<file path="config.mk">
export PLATFORM = sky130hd
export DESIGN_NAME = shift_queue_ctrl_flat
export DESIGN_NICKNAME = d
export VERILOG_FILES = /design/src/rtl/shift_queue_ctrl_if.sv /design/src/rtl/shift_queue_ctrl.sv /design/src/flat_wrapper.sv
export SDC_FILE = /design/constraint.sdc
export NUM_CORES = 1
export LEC_CHECK = 0
export BUFFER_PORTS_ARGS = -buffer_cell sky130_fd_sc_hd__buf_4
export CORE_ASPECT_RATIO = 0.6
export CORE_MARGIN = 4
export CORE_UTILIZATION = 40
export DETAILED_ROUTE_END_ITERATION = 10
export PLACE_DENSITY_LB_ADDON = 0.05
export SLEW_MARGIN = 20
export SYNTH_ARGS = -nofsm -noshare
export SYNTH_HDL_FRONTEND = slang
export SYNTH_SLANG_ARGS = --single-unit
</file>
<file path="constraint.sdc">
create_clock -name clk -period 5.6 [get_ports clk]
set_input_delay 0.56 -clock clk [delete_from_list [all_inputs] [get_ports clk]]
set_output_delay 0.56 -clock clk [all_outputs]
set_load 0.1 [all_outputs]
</file>
<file path="src/rtl/shift_queue_ctrl_if.sv">
// Enqueue/dequeue handshake bundle between the queue controller (slave) and its producer/consumer (master).
interface shift_queue_ctrl_if #(
  parameter int BITWIDTH = 1
);
  logic                enq_valid;
  logic                enq_ready;
  logic                deq_valid;
  logic                deq_ready;
  logic [BITWIDTH-1:0] deq_data;

  modport master (
    output enq_valid,
    output deq_ready,
    input  enq_ready,
    input  deq_valid,
    input  deq_data
  );

  modport slave (
    input  enq_valid,
    input  deq_ready,
    output enq_ready,
    output deq_valid,
    output deq_data
  );
endinterface

</file>
<file path="src/rtl/shift_queue_ctrl.sv">
// In-order FIFO control over a left-shift line; entry visible one cycle after push, dequeue is combinational.
// Backpressure: enq_ready drops when full unless the consumer pops the same cycle, and during/after flush.
module shift_queue_ctrl #(
  parameter int BITWIDTH   = 1,
  parameter int SHIFTERLEN = 10,
  parameter int AF_THRESH  = SHIFTERLEN - 2
) (
  input  logic                                 clk,
  input  logic                                 reset,
  shift_queue_ctrl_if.slave                    q,
  input  logic                                 flush,
  output logic                                 enShift,
  input  logic [SHIFTERLEN-1:0][BITWIDTH-1:0]  regOut,
  output logic [$clog2(SHIFTERLEN)-1:0]        head_idx,
  output logic [$clog2(SHIFTERLEN+1)-1:0]      count,
  output logic                                 full,
  output logic                                 empty,
  output logic                                 almost_full
);
  localparam int CW = $clog2(SHIFTERLEN + 1);
  localparam int IW = $clog2(SHIFTERLEN);
  localparam logic [CW-1:0] LEN_C = CW'(SHIFTERLEN);
  localparam logic [CW-1:0] AF_C  = CW'(AF_THRESH);
  localparam logic [CW-1:0] ONE_C = CW'(1);

  typedef enum logic [1:0] {
    S_EMPTY,
    S_PARTIAL,
    S_FULL,
    S_FLUSH
  } state_t;

  state_t        state;
  state_t        state_nxt;
  logic [CW-1:0] count_nxt;
  logic          push;
  logic          pop;

  always_ff @(posedge clk or negedge reset) begin
    if (!reset) begin
      state <= S_EMPTY;
      count <= '0;
    end else begin
      state <= state_nxt;
      count <= count_nxt;
    end
  end

  always_comb begin
    state_nxt   = state;
    count_nxt   = count;
    q.enq_ready = !flush && (state != S_FLUSH) && ((state != S_FULL) || q.deq_ready);
    q.deq_valid = !flush && ((state == S_PARTIAL) || (state == S_FULL));
    push        = q.enq_valid && q.enq_ready;
    pop         = q.deq_valid && q.deq_ready;

    if (flush) begin
      state_nxt = S_FLUSH;
      count_nxt = '0;
    end else begin
      unique case (state)
        S_EMPTY: begin
          if (push) begin
            state_nxt = S_PARTIAL;
            count_nxt = ONE_C;
          end
        end
        S_PARTIAL: begin
          if (push && !pop) begin
            count_nxt = count + ONE_C;
            if (count == LEN_C - ONE_C) state_nxt = S_FULL;
          end else if (pop && !push) begin
            count_nxt = count - ONE_C;
            if (count == ONE_C) state_nxt = S_EMPTY;
          end
        end
        S_FULL: begin
          // Simultaneous push+pop keeps the line full; the shift refills the head slot.
          if (pop && !push) begin
            state_nxt = S_PARTIAL;
            count_nxt = count - ONE_C;
          end
        end
        S_FLUSH: begin
          state_nxt = S_EMPTY;
          count_nxt = '0;
        end
        default: begin
          state_nxt = S_EMPTY;
          count_nxt = '0;
        end
      endcase
    end
  end

  assign enShift     = push;
  assign head_idx    = (count == '0) ? '0 : IW'(count - ONE_C);
  assign q.deq_data  = regOut[head_idx];
  assign full        = (count == LEN_C);
  assign empty       = (count == '0);
  assign almost_full = (count >= AF_C);

  a_no_overflow: assert property (@(posedge clk) disable iff (!reset) count <= LEN_C);

endmodule

</file>
<file path="src/flat_wrapper.sv">
// flat-port wrapper written by rule: the top's interface ports become plain ports
module shift_queue_ctrl_flat 
#(
  parameter int BITWIDTH   = 1,
  parameter int SHIFTERLEN = 10,
  parameter int AF_THRESH  = SHIFTERLEN - 2
)
  (clk, reset, flush, enShift, regOut, head_idx, count, full, empty, almost_full, q_enq_valid, q_deq_ready, q_enq_ready, q_deq_valid, q_deq_data);
  shift_queue_ctrl_if #(.BITWIDTH(BITWIDTH)) q_i ();
  input  logic clk;
  input  logic reset;
  input  logic flush;
  output logic enShift;
  input  logic [SHIFTERLEN-1:0][BITWIDTH-1:0] regOut;
  output logic [$clog2(SHIFTERLEN)-1:0] head_idx;
  output logic [$clog2(SHIFTERLEN+1)-1:0] count;
  output logic full;
  output logic empty;
  output logic almost_full;
  input wire logic [$bits(q_i.enq_valid)-1:0] q_enq_valid;
  input wire logic [$bits(q_i.deq_ready)-1:0] q_deq_ready;
  output wire logic [$bits(q_i.enq_ready)-1:0] q_enq_ready;
  output wire logic [$bits(q_i.deq_valid)-1:0] q_deq_valid;
  output wire logic [$bits(q_i.deq_data)-1:0] q_deq_data;
  assign q_i.enq_valid = q_enq_valid;
  assign q_i.deq_ready = q_deq_ready;
  assign q_enq_ready = q_i.enq_ready;
  assign q_deq_valid = q_i.deq_valid;
  assign q_deq_data = q_i.deq_data;
  shift_queue_ctrl #(.BITWIDTH(BITWIDTH), .SHIFTERLEN(SHIFTERLEN), .AF_THRESH(AF_THRESH)) u_core (.clk(clk), .reset(reset), .q(q_i), .flush(flush), .enShift(enShift), .regOut(regOut), .head_idx(head_idx), .count(count), .full(full), .empty(empty), .almost_full(almost_full));
endmodule
</file>
==> results of run 1 <==
-- cells in the mapped netlist (all sizes together), types with 4 or more instances --
cell and n:
a21oi 6, dfrtp 6, clkbuf 9, a211oi 5, nor3 4, nor2b 6
ha 9, o21ai 4, nand2b 4, nand2 8, inv 6, nor2 9
nand3 9
-- placed cells by master (no fill, tap or decap), types with 3 or more instances in the layout --
master,count
a211oi_1,5
a21oi_1,6
a22o_1,3
a31oi_1,3
buf_4,29
clkbuf_8,3
dfrtp_1,6
ha_1,9
inv_1,6
nand2_1,8
nand2b_1,4
nand3_1,9
nor2_1,9
nor2b_1,5
nor3_1,3
o21ai_0,3
-- logic make-up after synthesis --
kind of cell	Yosys count	share of synthesized area, %
AOI/OAI and AO/OA	43	33.7
xor gates and xnor gates	1	0.886
adders and majority gates	9	11.4
buffers and inverters	17	7.97
DFF	6	15.2
muxes	3	3.29
and+or+nand+nor	50	27.6
-- worst max path at each step --
stage | from | endpoint | slack (ns) | cells past startpoint
detailed placement | u_core.count[0] | q_deq_data | 2.57 | 7
finish | u_core.count[0] | q_deq_data | 2.31 | 7
CTS | u_core.count[0] | q_deq_data | 2.32 | 7
global route | u_core.count[0] | q_deq_data | 2.15 | 7
floorplan | u_core.count[0] | q_deq_data | 0.27 | 8
global placement | u_core.count[0] | q_deq_data | 2.68 | 7
-- registers in the layout, indices dropped and copies added, names as in the netlist --
signal	flops
u_core.count	4
u_core.state	2
-- worst register-to-register path, stage by stage (launching register included) --
cell       delay [ns]
dfrtp_1          0.38
inv_1            0.09
ha_1             0.37
nor2b_2          0.20
and3_1           0.25
a2111oi_0        0.42
o21ba_1          0.21
a22o_1           0.17
-- layout make-up --
| type | count | area share, % |
|---|---|---|
| sequential | 6 | 12.0 |
| tap | 30 | 3.01 |
| multi-input combinational | 106 | 62.4 |
| inverter | 6 | 1.81 |
| clock buffer | 3 | 3.31 |
| timing repair buffer | 29 | 17.5 |
-- layer usage --
layer / routed length, microns / share of wire, % / up-vias / GRT usage [%]
met5: 0 / 0 / - / 0
met4: 6 / 0.22 / 0 / 3.37
met2: 1100 / 40 / 45 / 24.6
li1: - / - / 527 / -
met3: 241 / 8.8 / 2 / 3.92
met1: 1400 / 51 / 494 / 27.6
-- power groups by stage --
| stage | clock [mW] | sequential, mW | combinational, mW |
|---|---|---|---|
| 6_report | 0.0636 | 0.0810 | 0.602 |
| 3_3_place_gp | 0 | 0.0799 | 0.596 |
| 4_1_cts | 0.0653 | 0.0811 | 0.602 |
| 5_1_grt | 0.0682 | 0.0843 | 0.644 |
| 3_5_place_dp | 0 | 0.0814 | 0.599 |
| 2_1_floorplan | 0 | 0.0990 | 0.472 |
-- per-stage QoR --
| stage | power, mW | util (%) | cell area [sq um] |
|---|---|---|---|
| 6_report | 0.747 | 55.2 | 1250 |
| 5_1_grt | 0.796 | 55.2 | 1250 |
| 4_1_cts | 0.748 | 55.2 | 1250 |
| 3_5_place_dp | 0.681 | 53.3 | 1210 |
| 3_3_place_gp | 0.676 | 53.3 | 1210 |
| 2_1_floorplan | 0.571 | - | 1010 |
==> metrics.md, run 1 <==
| Metric | Value |
|---|---|
| Syn Area/Cell | `7.66 sq um` |
| Slowest-stage cell, CP | `dfrtp_1` |
| Crit path launch type | `flop` |
| Worst Tran Pin Value | `0.626 ns` |
| Maximum clock rate | `304 MHz` |
| Placed Instances | `177` |
| FILL cells | `218` |
| Grt total ovfl | `0` |
| CP Buf/Inv Count | `2` |
| DRC Markers | `0` |
| Yosys top cell area share | `15.2%` |
| Max Cap Viol | `0` |
| Cells along the critical path | `inv_1 -> ha_1 -> or4_1 -> nand2_1 -> a31oi_1 -> a32oi_2 -> buf_4` |
| Multi-input logic area | `778 sq um` |
| HPWL after DPL | `2170 microns` |
| Hold Violations, Final | `0` |
| Setup-failing EPs final | `0` |
| Asr flop ratio synth | `100%` |
| N_diodes | `0` |
| CTS tree | `done` |
| Share of power burned in combinational logic | `80.6%` |
| Syn Inst Count | `129` |
| Cell taking the most area after synthesis | `dfrtp_1` |
| Top delay family on crit path | `simple AND/OR/NAND/NOR gates` |
| Die ar. | `0.00336 sq mm` |
| Share of power burned in registers | `10.8%` |
| Vias in the first global route | `968` |
| Vias | `1068` |
| Worst hold slack | `0.138 ns` |
| DIE WIDTH | `72.2 microns` |
| Cell row count | `13` |
| Worst relative slew slack | `58.3%` |
| FF+latch area | `150 sq um` |
| Global Route Usage Sum | `17.8%` |
| Core Region | `0.00226 sq mm` |
| Antenna-violating nets left | `0` |
| Largest net degree at the start of global routing | `20` |
| Main synth FF type | `dfrtp_1` |
| Clock Latency Late Sink | `0.22 ns` |
| Global-route wire length before repair | `4620 microns` |
| Post-CTS Setup Repair Bufs | `0` |
| Max Slew Vio Count | `0` |
| Worst VDD drop | `0.231 mV` |
| Reg-to-Reg Start | `u_core.state[0]` |
| H-Tree Depth | `1` |
| R2R Setup Slk | `3.44 ns` |
| Syn-to-layout area delta | `26.2%` |
| Antenna violations before repair | `0` |
| Netlist Area Pre-Place | `988 sq um` |
| CTS resizes | `0` |
| CTS Hold Bufs | `0` |
| Worst R2R Path Depth | `7` |
| Mapped Nets | `153` |
| Post-synth EDFFs | `0` |
| Post-Place Setup Slack | `2.57 ns` |
| CP peak stage delay | `0.67 ns` |
| Worst hold-check path type | `input pin to asynchronous set/reset pin` |
| Share of cells above drive strength 1 | `28.0%` |
| Drt via density | `5.93` |
| Clk sinks | `6` |
| Tcrit/Tclk final | `58.7%` |
| Drt initial violations | `92` |
| Die Y | `46.5 microns` |
| Sw Pwr | `0.481 mW` |
| Max Root-Sink Buffers | `2` |
| WL/cell | `15.3 microns` |
| Min cycle time layout | `3.29 ns` |
| Status | `complete, no violations` |
| GP Congestion | `0.870` |
| Setup_tns | `0 ns` |
| Arr. time, crit path | `2.73 ns` |
| Port-buffer cells | `29` |
| Static leakage | `0.554 nW` |
| WP data required | `5.04 ns` |
| Reg2reg end | `u_core.count[1]` |
| #FFs+latches synth | `6` |
| Sw frac | `64.3%` |
| Pint | `0.266 mW` |
| Area contributors post-synth | `dfrtp_1 15%, ha_1 11%, nand3_1 4.6%, a211oi_1 3.8%, clkbuf_1 3.4%` |
| Post-layout net count | `176` |
| Skew final | `0.000652 ns` |
| Cell variety after synth | `49` |
| PnR worst setup slack | `2.31 ns` |
| Drt total wl | `2750 microns` |
| CP Capture Type | `primary output` |
| Clock group share of total power | `8.5%` |
| PD cells | `599 mW/mm^2` |
| RSZ-0062 raised after global routing | `no` |
| Critical path type | `flop to primary output` |
| Sequential fraction of the synthesis area | `15.2%` |
| IO Pins | `30` |
| Synth warn | `0` |
| First drt pass iteration count | `4` |
| Initial Utilization | `43.7%` |
| Root Driver | `clkbuf_8` |
| Reg clk slew, reported paths | `0.04 ns` |
| Worst Path Max Fanout | `17` |
| CTS Buf Count | `3` |
| Final cell count without fillers | `180` |
No activity file was read; power rests on OpenSTA's default activity.
==> run 2, diff against run 1 <==
- clock period: 5.6 -> 2.7 ns (I/O delays scaled with it)
==> metrics.md, run 2 (synthesized netlist as in run 1, its figures left out) <==
| Metric | Value |
|---|---|
| Status | `complete, no violations` |
| Antenna violations before repair | `0` |
| IO Pins | `30` |
| Largest Register | `u_core.count` |
| Sw frac | `62.2%` |
| Worst VDD drop | `0.607 mV` |
| Sw Pwr | `1.05 mW` |
| Top flop regs | `u_core.count x4, u_core.state x2` |
| Max Cap Viol | `0` |
| Share of cells above drive strength 1 | `35.3%` |
| PD cells | `1260 mW/mm^2` |
| Setup_tns | `0 ns` |
| Pint | `0.637 mW` |
| Critical path type | `flop to primary output` |
| First drt pass iteration count | `4` |
| N_diodes | `0` |
| Maximum clock rate | `384 MHz` |
| Antenna-violating nets left | `0` |
| Max Root-Sink Buffers | `2` |
| Initial Utilization | `43.7%` |
| Die ar. | `0.00336 sq mm` |
| Hold Violations, Final | `0` |
| Drt via density | `5.86` |
| Die Y | `46.5 microns` |
| Power Total | `1.69 mW` |
| Vias in the first global route | `957` |
| Setup-failing EPs final | `0` |
| Core Region | `0.00226 sq mm` |
| HPWL after DPL | `2340 microns` |
| Post-layout net count | `178` |
| Max reg flops | `4` |
| Global-route wire length before repair | `4820 microns` |
| Clock Latency Late Sink | `0.22 ns` |
| Most common cell after layout, fill and taps aside | `buf_4` |
| Worst hold-check path type | `input pin to flop` |
| Worst Tran Pin Value | `0.596 ns` |
| CP Capture Type | `primary output` |
| Max Slew Vio Count | `0` |
| Port-buffer cells | `29` |
| Worst relative slew slack | `60.2%` |
| Min cycle time layout | `2.61 ns` |
| GP Congestion | `0.898` |
| Drt initial violations | `96` |
| Clock group share of total power | `8.4%` |
| Syn-to-layout area delta | `35.7%` |
| Placed Area | `0.00127 sq mm` |
| Share of power burned in registers | `10.3%` |
| Most frequent cells in the layout | `29 x buf_4, 9 x nand3_1, 8 x nor2_1, 8 x ha_1` |
| DIE WIDTH | `72.2 microns` |
| Global Route Usage Sum | `18.8%` |
| WP data required | `2.43 ns` |
| CTS Buf Count | `3` |
| Root Driver | `clkbuf_8` |
| Post-Place Setup Slack | `0.199 ns` |
| Cell area after layout | `0.00134 sq mm` |
| Static leakage | `0.569 nW` |
| H-Tree Depth | `1` |
| Largest net degree at the start of global routing | `18` |
| Grt total ovfl | `0` |
| Post-CTS Setup Repair Bufs | `0` |
| Clk sinks | `6` |
| Cell row count | `13` |
| DRC Markers | `0` |
| Skew final | `0.00614 ns` |
| Vias | `1072` |
| PnR worst setup slack | `0.0943 ns` |
| Tcrit/Tclk final | `96.5%` |
| Crit path launch type | `flop` |
| Share of power burned in combinational logic | `81.4%` |
| WL/cell | `16.2 microns` |
| Drt total wl | `2960 microns` |
| RSZ-0062 raised after global routing | `no` |
| Worst hold slack | `0.366 ns` |
| Arr. time, crit path | `2.34 ns` |
| Worst Path Max Fanout | `17` |
| CTS tree | `done` |
| Reg clk slew, reported paths | `0.03 ns` |
run 2: final timing paths:
kind	cells after the start	startpoint	slack (ns)	endpoint
max reg2reg	6	u_core.state[0]	0.53	u_core.count[2]
min	2	flush	0.37	u_core.state[0]
max	7	u_core.count[0]	0.09	q_deq_data
min reg2reg	1	u_core.state[1]	0.56	u_core.state[1]
max in group asynchronous	2	reset	2.18	u_core.count[0]
min in group asynchronous	2	reset	0.39	u_core.count[3]
run 2: worst max-delay path, cell delays in order, from the launching register on:
cell	delay (ns)
dfrtp_4	0.57
ha_1	0.32
nor2b_1	0.20
a211oi_2	0.26
nand2_1	0.08
a22o_1	0.27
a32oi_4	0.19
buf_8	0.23
run 2: layer usage:
metal  GRT usage, %  wire length, microns
met5              0                     0
met4           5.62                    21
met3           2.83                   267
met2           25.0                  1190
met1           29.8                  1490
run 2: metrics by stage:
step | cells | util, %
2_1_floorplan | 129 | -
3_3_place_gp | 178 | 56.3
3_5_place_dp | 178 | 56.3
4_1_cts | 183 | 58.9
5_1_grt | 183 | 59.3
6_report | 183 | 59.3
run 2: layout make-up:
cell class	instances	area, sq um
Sequential cell	6	156
Clock buffer	4	45.0
Inverter	6	25.0
Timing Repair Buffer	31	243
Tap cell	30	37.5
Multi-Input combinational cell	106	835
Fill cell	207	920
run 2: power by group through the flow:
stage,combinational (mW),clock (mW),sequential [mW]
floorplan,1.06,0,0.211
global placement,1.32,0,0.172
detailed placement,1.33,0,0.174
CTS,1.35,0.146,0.172
global route,1.45,0.154,0.179
finish,1.37,0.141,0.173
run 2: timing repair:
item                                    4_1_cts  5_1_grt
gates resized for setup                       1        2
endpoints found under the setup margin        1        1
hold buffers                                  1        0
hold endpoints to repair                      6        0
